$ cat src/rtl/cpu_init_pkg.sv
// Shared constants, FSM states and helpers for the CPU table-init loader.
// CHECKSUM_EN adds the CHECK state used for trailing-checksum records.
package cpu_init_pkg;

  localparam logic [1:0] REC_BTB = 2'b00;
  localparam logic [1:0] REC_BHT = 2'b01;
  localparam logic [1:0] REC_REG = 2'b10;
  localparam logic [1:0] REC_CMD = 2'b11;

  localparam logic [5:0] CMD_START = 6'h00;
  localparam logic [5:0] CMD_STOP  = 6'h01;

  localparam logic [2:0] LEN_BTB = 3'd5;
  localparam logic [2:0] LEN_BHT = 3'd1;
  localparam logic [2:0] LEN_REG = 3'd4;

  typedef enum logic [2:0] {
    ST_IDLE,
    ST_ADDR,
    ST_DATA,
`ifdef CHECKSUM_EN
    ST_CHECK,
`endif
    ST_COMMIT
  } state_t;

  function automatic logic [2:0] payload_len(input logic [1:0] rec);
    case (rec)
      REC_BTB: return LEN_BTB;
      REC_BHT: return LEN_BHT;
      default: return LEN_REG;
    endcase
  endfunction

endpackage

$ cat src/rtl/cpu_init_loader_if.sv
// Byte-stream input plus CPU init bus. The master modport is the loader side,
// the slave modport is the byte source / CPU side.
interface cpu_init_loader_if #(
  parameter int BTB_W  = 40,
  parameter int BTB_AW = 8,
  parameter int BHT_W  = 2,
  parameter int BHT_AW = 8,
  parameter int REG_W  = 32,
  parameter int REG_AW = 5
);
  logic              s_valid;
  logic [7:0]        s_data;
  logic              s_ready;
  logic [BTB_AW-1:0] btb_addr;
  logic [BTB_W-1:0]  btb_init;
  logic              btb_we;
  logic [BHT_AW-1:0] bht_addr;
  logic [BHT_W-1:0]  bht_init;
  logic              bht_we;
  logic [REG_AW-1:0] reg_addr;
  logic [REG_W-1:0]  reg_init;
  logic              reg_we;
  logic              rst_switch;
  logic              start_switch;
  logic              busy;
  logic              err;

  modport master (
    input  s_valid, s_data,
    output s_ready,
    output btb_addr, btb_init, btb_we,
    output bht_addr, bht_init, bht_we,
    output reg_addr, reg_init, reg_we,
    output rst_switch, start_switch, busy, err
  );

  modport slave (
    output s_valid, s_data,
    input  s_ready,
    input  btb_addr, btb_init, btb_we,
    input  bht_addr, bht_init, bht_we,
    input  reg_addr, reg_init, reg_we,
    input  rst_switch, start_switch, busy, err
  );
endinterface

$ cat src/rtl/init_strobe_hold.sv
// Holds one of N write strobes high for exactly HOLD_CYCLES cycles after start.
module init_strobe_hold #(
  parameter int HOLD_CYCLES = 2,
  parameter int N           = 3
) (
  input  logic         clk,
  input  logic         rst,
  input  logic         start,
  input  logic [N-1:0] sel,
  output logic [N-1:0] we,
  output logic         last
);

  localparam int CW = (HOLD_CYCLES > 1) ? $clog2(HOLD_CYCLES) : 1;

  logic [CW-1:0] cnt;

  always_ff @(posedge clk) begin
    if (rst) begin
      we  <= '0;
      cnt <= '0;
    end else if (start) begin
      we  <= sel;
      cnt <= CW'(HOLD_CYCLES - 1);
    end else if (we != '0) begin
      if (cnt == '0) we <= '0;
      else           cnt <= cnt - 1'b1;
    end
  end

  // High during the final strobe cycle so the FSM leaves COMMIT as it falls.
  assign last = (we != '0) && (cnt == '0);

endmodule

$ cat src/rtl/cpu_init_loader.sv
// Parses a byte stream into BTB/BHT/REG init writes and CPU start/stop commands.
// Defining CHECKSUM_EN makes every table record carry a trailing XOR byte.
module cpu_init_loader
  import cpu_init_pkg::*;
#(
  parameter int BTB_W       = 40,
  parameter int BTB_AW      = 8,
  parameter int BHT_W       = 2,
  parameter int BHT_AW      = 8,
  parameter int REG_W       = 32,
  parameter int REG_AW      = 5,
  parameter int HOLD_CYCLES = 2
) (
  input  logic              clk,
  input  logic              rst,
  cpu_init_loader_if.master bus
);

  localparam int SH_A = (BTB_W > REG_W) ? BTB_W : REG_W;
  localparam int SH_W = (SH_A > BHT_W) ? SH_A : BHT_W;

  state_t          state;
  logic [1:0]      rec_type;
  logic [7:0]      addr_byte;
  logic [SH_W-1:0] shift;
  logic [SH_W-1:0] shift_next;
  logic [SH_W-1:0] commit_data;
  logic [2:0]      count;
  logic            accept;
  logic            rec_end;
  logic            sum_ok;
  logic            commit_go;
  logic            hold_start;
  logic [2:0]      hold_sel;
  logic [2:0]      hold_we;
  logic            hold_last;
`ifdef CHECKSUM_EN
  logic [7:0]      csum;
`endif

  assign bus.s_ready = (state != ST_COMMIT);
  assign accept      = bus.s_valid && bus.s_ready;
  assign shift_next  = {shift[SH_W-9:0], bus.s_data};

  always_comb begin
    commit_data = shift_next;
    sum_ok      = 1'b1;
`ifdef CHECKSUM_EN
    commit_data = shift;
    rec_end     = accept && (state == ST_CHECK);
    sum_ok      = (bus.s_data == csum);
`else
    rec_end     = accept && (state == ST_DATA) && (count == 3'd1);
`endif
    commit_go   = rec_end && sum_ok && !bus.start_switch;
  end

  // Record parser; records ending while the CPU runs, or with a bad checksum, are dropped with err.
  always_ff @(posedge clk) begin
    if (rst) begin
      state            <= ST_IDLE;
      rec_type         <= REC_BTB;
      addr_byte        <= '0;
      shift            <= '0;
      count            <= '0;
      bus.rst_switch   <= 1'b1;
      bus.start_switch <= 1'b0;
      bus.busy         <= 1'b0;
      bus.err          <= 1'b0;
`ifdef CHECKSUM_EN
      csum             <= '0;
`endif
    end else begin
      bus.err <= 1'b0;
      case (state)
        ST_IDLE: begin
          if (accept) begin
            rec_type <= bus.s_data[7:6];
            if (bus.s_data[7:6] == REC_CMD) begin
              if (bus.s_data[5:0] == CMD_START) begin
                bus.rst_switch   <= 1'b0;
                bus.start_switch <= 1'b1;
              end else if (bus.s_data[5:0] == CMD_STOP) begin
                bus.rst_switch   <= 1'b1;
                bus.start_switch <= 1'b0;
              end else begin
                bus.err <= 1'b1;
              end
            end else begin
              state    <= ST_ADDR;
              bus.busy <= 1'b1;
              count    <= payload_len(bus.s_data[7:6]);
              shift    <= '0;
`ifdef CHECKSUM_EN
              csum     <= bus.s_data;
`endif
            end
          end
        end
        ST_ADDR: begin
          if (accept) begin
            addr_byte <= bus.s_data;
            state     <= ST_DATA;
`ifdef CHECKSUM_EN
            csum      <= csum ^ bus.s_data;
`endif
          end
        end
        ST_DATA: begin
          if (accept) begin
            shift <= shift_next;
            count <= count - 3'd1;
`ifdef CHECKSUM_EN
            csum  <= csum ^ bus.s_data;
            if (count == 3'd1) state <= ST_CHECK;
`endif
          end
        end
`ifdef CHECKSUM_EN
        ST_CHECK: ;
`endif
        ST_COMMIT: begin
          if (hold_last) begin
            state    <= ST_IDLE;
            bus.busy <= 1'b0;
          end
        end
        default: state <= ST_IDLE;
      endcase

      if (rec_end) begin
        if (commit_go) begin
          state <= ST_COMMIT;
        end else begin
          state    <= ST_IDLE;
          bus.busy <= 1'b0;
          bus.err  <= 1'b1;
        end
      end
    end
  end

  // Addr/data are loaded one cycle ahead of the strobe and keep their value afterwards.
  always_ff @(posedge clk) begin
    if (rst) begin
      bus.btb_addr <= '0;
      bus.btb_init <= '0;
      bus.bht_addr <= '0;
      bus.bht_init <= '0;
      bus.reg_addr <= '0;
      bus.reg_init <= '0;
      hold_start   <= 1'b0;
      hold_sel     <= '0;
    end else begin
      hold_start <= commit_go;
      if (commit_go) begin
        case (rec_type)
          REC_BTB: begin
            bus.btb_addr <= addr_byte[BTB_AW-1:0];
            bus.btb_init <= commit_data[BTB_W-1:0];
            hold_sel     <= 3'b001;
          end
          REC_BHT: begin
            bus.bht_addr <= addr_byte[BHT_AW-1:0];
            bus.bht_init <= commit_data[BHT_W-1:0];
            hold_sel     <= 3'b010;
          end
          default: begin
            bus.reg_addr <= addr_byte[REG_AW-1:0];
            bus.reg_init <= commit_data[REG_W-1:0];
            hold_sel     <= 3'b100;
          end
        endcase
      end
    end
  end

  init_strobe_hold #(
    .HOLD_CYCLES (HOLD_CYCLES),
    .N           (3)
  ) u_hold (
    .clk   (clk),
    .rst   (rst),
    .start (hold_start),
    .sel   (hold_sel),
    .we    (hold_we),
    .last  (hold_last)
  );

  assign bus.btb_we = hold_we[0];
  assign bus.bht_we = hold_we[1];
  assign bus.reg_we = hold_we[2];

endmodule

$ cat src/flat_wrapper.sv
// flat-port wrapper written by rule: the top's interface ports become plain ports
module cpu_init_loader_flat import cpu_init_pkg::*;
#(
  parameter int BTB_W       = 40,
  parameter int BTB_AW      = 8,
  parameter int BHT_W       = 2,
  parameter int BHT_AW      = 8,
  parameter int REG_W       = 32,
  parameter int REG_AW      = 5,
  parameter int HOLD_CYCLES = 2
)
  (clk, rst, bus_s_valid, bus_s_data, bus_s_ready, bus_btb_addr, bus_btb_init, bus_btb_we, bus_bht_addr, bus_bht_init, bus_bht_we, bus_reg_addr, bus_reg_init, bus_reg_we, bus_rst_switch, bus_start_switch, bus_busy, bus_err);
  cpu_init_loader_if #(.BTB_W(BTB_W), .BTB_AW(BTB_AW), .BHT_W(BHT_W), .BHT_AW(BHT_AW), .REG_W(REG_W), .REG_AW(REG_AW)) bus_i ();
  input  logic clk;
  input  logic rst;
  input wire logic [$bits(bus_i.s_valid)-1:0] bus_s_valid;
  input wire logic [$bits(bus_i.s_data)-1:0] bus_s_data;
  output wire logic [$bits(bus_i.s_ready)-1:0] bus_s_ready;
  output wire logic [$bits(bus_i.btb_addr)-1:0] bus_btb_addr;
  output wire logic [$bits(bus_i.btb_init)-1:0] bus_btb_init;
  output wire logic [$bits(bus_i.btb_we)-1:0] bus_btb_we;
  output wire logic [$bits(bus_i.bht_addr)-1:0] bus_bht_addr;
  output wire logic [$bits(bus_i.bht_init)-1:0] bus_bht_init;
  output wire logic [$bits(bus_i.bht_we)-1:0] bus_bht_we;
  output wire logic [$bits(bus_i.reg_addr)-1:0] bus_reg_addr;
  output wire logic [$bits(bus_i.reg_init)-1:0] bus_reg_init;
  output wire logic [$bits(bus_i.reg_we)-1:0] bus_reg_we;
  output wire logic [$bits(bus_i.rst_switch)-1:0] bus_rst_switch;
  output wire logic [$bits(bus_i.start_switch)-1:0] bus_start_switch;
  output wire logic [$bits(bus_i.busy)-1:0] bus_busy;
  output wire logic [$bits(bus_i.err)-1:0] bus_err;
  assign bus_i.s_valid = bus_s_valid;
  assign bus_i.s_data = bus_s_data;
  assign bus_s_ready = bus_i.s_ready;
  assign bus_btb_addr = bus_i.btb_addr;
  assign bus_btb_init = bus_i.btb_init;
  assign bus_btb_we = bus_i.btb_we;
  assign bus_bht_addr = bus_i.bht_addr;
  assign bus_bht_init = bus_i.bht_init;
  assign bus_bht_we = bus_i.bht_we;
  assign bus_reg_addr = bus_i.reg_addr;
  assign bus_reg_init = bus_i.reg_init;
  assign bus_reg_we = bus_i.reg_we;
  assign bus_rst_switch = bus_i.rst_switch;
  assign bus_start_switch = bus_i.start_switch;
  assign bus_busy = bus_i.busy;
  assign bus_err = bus_i.err;
  cpu_init_loader #(.BTB_W(BTB_W), .BTB_AW(BTB_AW), .BHT_W(BHT_W), .BHT_AW(BHT_AW), .REG_W(REG_W), .REG_AW(REG_AW), .HOLD_CYCLES(HOLD_CYCLES)) u_core (.clk(clk), .rst(rst), .bus(bus_i));
endmodule
$ cat config.mk
export PLATFORM = sky130hd
export DESIGN_NAME = cpu_init_loader_flat
export DESIGN_NICKNAME = d
export VERILOG_FILES = /design/src/rtl/cpu_init_pkg.sv /design/src/rtl/cpu_init_loader_if.sv /design/src/rtl/init_strobe_hold.sv /design/src/rtl/cpu_init_loader.sv /design/src/flat_wrapper.sv
export SDC_FILE = /design/constraint.sdc
export NUM_CORES = 1
export LEC_CHECK = 0
export ABC_CLOCK_PERIOD_IN_PS = 2900
export CORE_ASPECT_RATIO = 1.5
export CORE_MARGIN = 5
export CORE_UTILIZATION = 40
export CTS_CLUSTER_DIAMETER = 150
export DETAILED_ROUTE_END_ITERATION = 10
export PLACE_DENSITY = 0.76
export SYNTH_ARGS = -nofsm -noshare
export SYNTH_HDL_FRONTEND = slang
export SYNTH_SLANG_ARGS = --single-unit
$ cat constraint.sdc
create_clock -name clk -period 2.9 [get_ports clk]
set_input_delay 0.29 -clock clk [delete_from_list [all_inputs] [get_ports clk]]
set_output_delay 0.29 -clock clk [all_outputs]
set_load 0.05 [all_outputs]
==> impl_metrics.json <==
{
  "status": "finished clean",
  "grt_pass1_wl_mm": 24.4,
  "cts_resized": 0,
  "chipWidth_um": 108,
  "p_sw_share_pct": 24.1,
  "power_switching_uw": 1220,
  "cts_hold_buf": 0,
  "numCtsBuffers": 17,
  "r2r_end": "u_core.bus.btb_init[0]",
  "use_met1_pct": 21.5,
  "synth_nets": 653,
  "initial_core_util_pct": 40.6,
  "grt_pass1_vias": 4631,
  "max_freq_ghz": 0.440,
  "placementRows": 53,
  "area_growth_pct": 34.1,
  "fillers": 1284,
  "overflow": 0,
  "grt_max_degree": 67,
  "rsz0062_at_grt": "no",
  "route.detailed.drc": 0,
  "use_met3_pct": 4.79,
  "power.density_nw_per_um2": 660,
  "synth_flop_cell": "dfxtp_1",
  "min_period_ns": 2.27,
  "skew_ns": 0.00647,
  "reg2reg_depth": 6,
  "seqPwrFrac_pct": 43.9,
  "pin_count": 114,
  "tightestPinTransition_ns": 0.697,
  "grt.total_usage_pct": 18.4,
  "ys_seq_area_share_pct": 54.0,
  "vdd_ir_drop_max_mv": 0.430,
  "regToRegStartpoint": "u_core.state[0]",
  "p_leak_uw": 0.00271,
  "syn_inst": 636,
  "fin_crit_sh_pct": 78.4,
  "start_kind": "flip-flop",
  "clk_latency_ns": 0.42,
  "die_height_um": 156,
  "drive_gt1_share_pct": 6.94,
  "async_flop_share_pct": 0,
  "grtUsageMet2_pct": 31.8,
  "wl_mm": 14.9,
  "nets": 756,
  "setup_violations": 0,
  "p_int_uw": 3840,
  "maxSlewHeadroom_pct": 53.5,
  "crit_fanout": 31,
  "slew_violations": 0,
  "h-tree-depth": 4,
  "drt-initial-drc-count": 284,
  "ys_ff_latch": 154,
  "cts_buffer_depth": 2,
  "antenna-diode-count": 0,
  "min_to": "u_core.bus.btb_init[14]",
  "hp-class": "primary input to flip-flop",
  "min_path_cells": 2,
  "vias": 4750,
  "place_congestion": 0.823,
  "root_buffer": "clkbuf_16",
  "critPathCaptureType": "flip-flop",
  "combPwrFrac_pct": 10.7,
  "ys.warnings.count": 0,
  "postRouteAntennaNets": 0,
  "p_clk_share_pct": 45.4,
  "cts_tree": "done",
  "die-area_um2": 16800,
  "core_um2": 14100,
  "clock_sinks": 154,
  "hpwlAfterDp_mm": 9.82,
  "cts_setup_buffers": 0,
  "cts.clk_slew.worst_paths_ns": 0.06,
  "syn_area_per_cell_um2": 8.98,
  "port_buffers": 113,
  "reg2reg_slack_ns": 0.63,
  "synth-edff-count": 0,
  "antenna_found_initial": 0,
  "p_total_uw": 5060,
  "busiest_layer": "met2",
  "avgRoutedWirePerCell_um": 15.8,
  "crit_type": "flip-flop to flip-flop",
  "syn_area_um2": 5710,
  "maxCapViolCount": 0,
  "yosysUniqueCellTypes": 36,
  "cp.required_ns": 3.20,
  "first_pass_iters": 4,
  "worstPathArrival_ns": 2.58,
  "fin_tns_setup_ns": 0,
  "vias_per_cell": 5.05,
  "report.final.hold_viol_count": 0,
  "worstHoldStart": "rst"
}
[layout by cell type, fill, tap and decap left out, types with 2 or more instances in the layout]
| cell | instances |
|---|---|
| nand4_1 | 34 |
| bufinv_16 | 4 |
| a22oi_1 | 3 |
| nand3_1 | 5 |
| a21oi_1 | 82 |
| clkinv_2 | 3 |
| clkbuf_16 | 17 |
| mux2i_1 | 66 |
| clkbuf_8 | 3 |
| nand2b_1 | 2 |
| clkdlybuf4s50_1 | 112 |
| inv_1 | 11 |
| nor2_1 | 78 |
| buf_4 | 20 |
| nand4b_1 | 2 |
| dfxtp_1 | 154 |
| mux2_1 | 2 |
| o21ai_0 | 4 |
| ha_1 | 6 |
| a31oi_1 | 2 |
| nand2_1 | 118 |
[Yosys cell counts (all sizes together), types with 2 or more instances]
cell type | count | area share [%]
dfxtp | 154 | 54
nand2 | 118 | 7.8
a21oi | 82 | 7.2
nor2 | 78 | 5.1
mux2i | 66 | 12
clkbuf | 36 | 2.4
nand4 | 34 | 3.7
buf | 13 | 1.3
inv | 11 | 0.72
ha | 6 | 1.3
nand3 | 5 | 0.44
o21ai | 4 | 0.35
a22oi | 3 | 0.39
a31oi | 2 | 0.22
mux2 | 2 | 0.39
nand2b | 2 | 0.22
nand4b | 2 | 0.31
nor2b | 2 | 0.22
nor3 | 2 | 0.18
nor4 | 2 | 0.48
[power by group through the flow]
stage	sequential, uW	clock (uW)	combinational, uW
after CTS	2220	2330	538
final	2220	2300	542
after global routing	2230	2420	595
after detailed placement	2270	0	529
after global placement	2260	0	526
after floorplan	2280	0	360
[worst max-delay path: stages, from the launching register on]
cell     delay [ns]
dfxtp_1        0.33
ha_1           0.32
or3b_1         0.46
nor4_4         0.17
buf_4          0.51
mux2i_1        0.29
nor2_1         0.07
[worst max-delay path by stage]
stage	to	startpoint	cells past startpoint
after floorplan	u_core.bus.btb_init[30]	u_core.bus.start_switch	6
after global placement	u_core.bus.btb_init[16]	bus_s_valid	6
after detailed placement	u_core.bus.btb_init[17]	bus_s_valid	6
after CTS	u_core.bus.btb_init[0]	u_core.state[0]	6
after global routing	u_core.bus.btb_init[16]	u_core.state[0]	6
final	u_core.bus.btb_init[0]	u_core.state[0]	6
[registers in the layout, indices dropped and copies added (netlist names)]
signal,cells
u_core.addr_byte,8
u_core.bus.bht_addr,8
u_core.bus.bht_init,2
u_core.bus.btb_addr,8
u_core.bus.btb_init,40
u_core.bus.busy,1
u_core.bus.err,1
u_core.bus.reg_addr,5
u_core.bus.reg_init,32
u_core.bus.rst_switch,1
u_core.bus.start_switch,1
u_core.count,3
u_core.hold_sel,3
u_core.hold_start,1
u_core.rec_type,2
u_core.shift,32
u_core.state,2
u_core.u_hold.cnt,1
u_core.u_hold.we,3
[routing by layer]
layer	vias to the layer above	routed length, um
met2	137	7620
met4	0	371
met5	-	0
li1	2363	-
met3	25	791
met1	2225	6090
[final cells by class]
type                       instances  area (um2)  area share (%)
inverter                          11        41.3           0.539
sequential                       154        3080            40.2
clock inverter                     8         144            1.88
clock buffer                      21         470            6.14
timing repair buffer             133        1290            16.8
tap                              192         240            3.13
multi-input combinational        422        2390            31.2
[kinds of logic after synthesis]
logic type | share of synthesized area (%)
flops | 54.0
fa+ha+maj | 1.31
buf+inv | 4.36
compound gates | 9.11
simple gates | 19.3
mux | 12.0
[stage by stage]
stage | setup slack, ns | utilization [%] | hold slack, ns | cell area (um2) | instances
after floorplan | 0.992 | - | 0.426 | 5710 | 636
after global placement | 0.554 | 50.2 | 0.438 | 7050 | 912
after detailed placement | 0.531 | 50.2 | 0.447 | 7050 | 912
after CTS | 0.627 | 54.5 | 0.393 | 7660 | 941
after global routing | 0.508 | 54.5 | 0.416 | 7660 | 941
final | 0.626 | 54.5 | 0.396 | 7660 | 941
(Power assumes the default switching activity.)
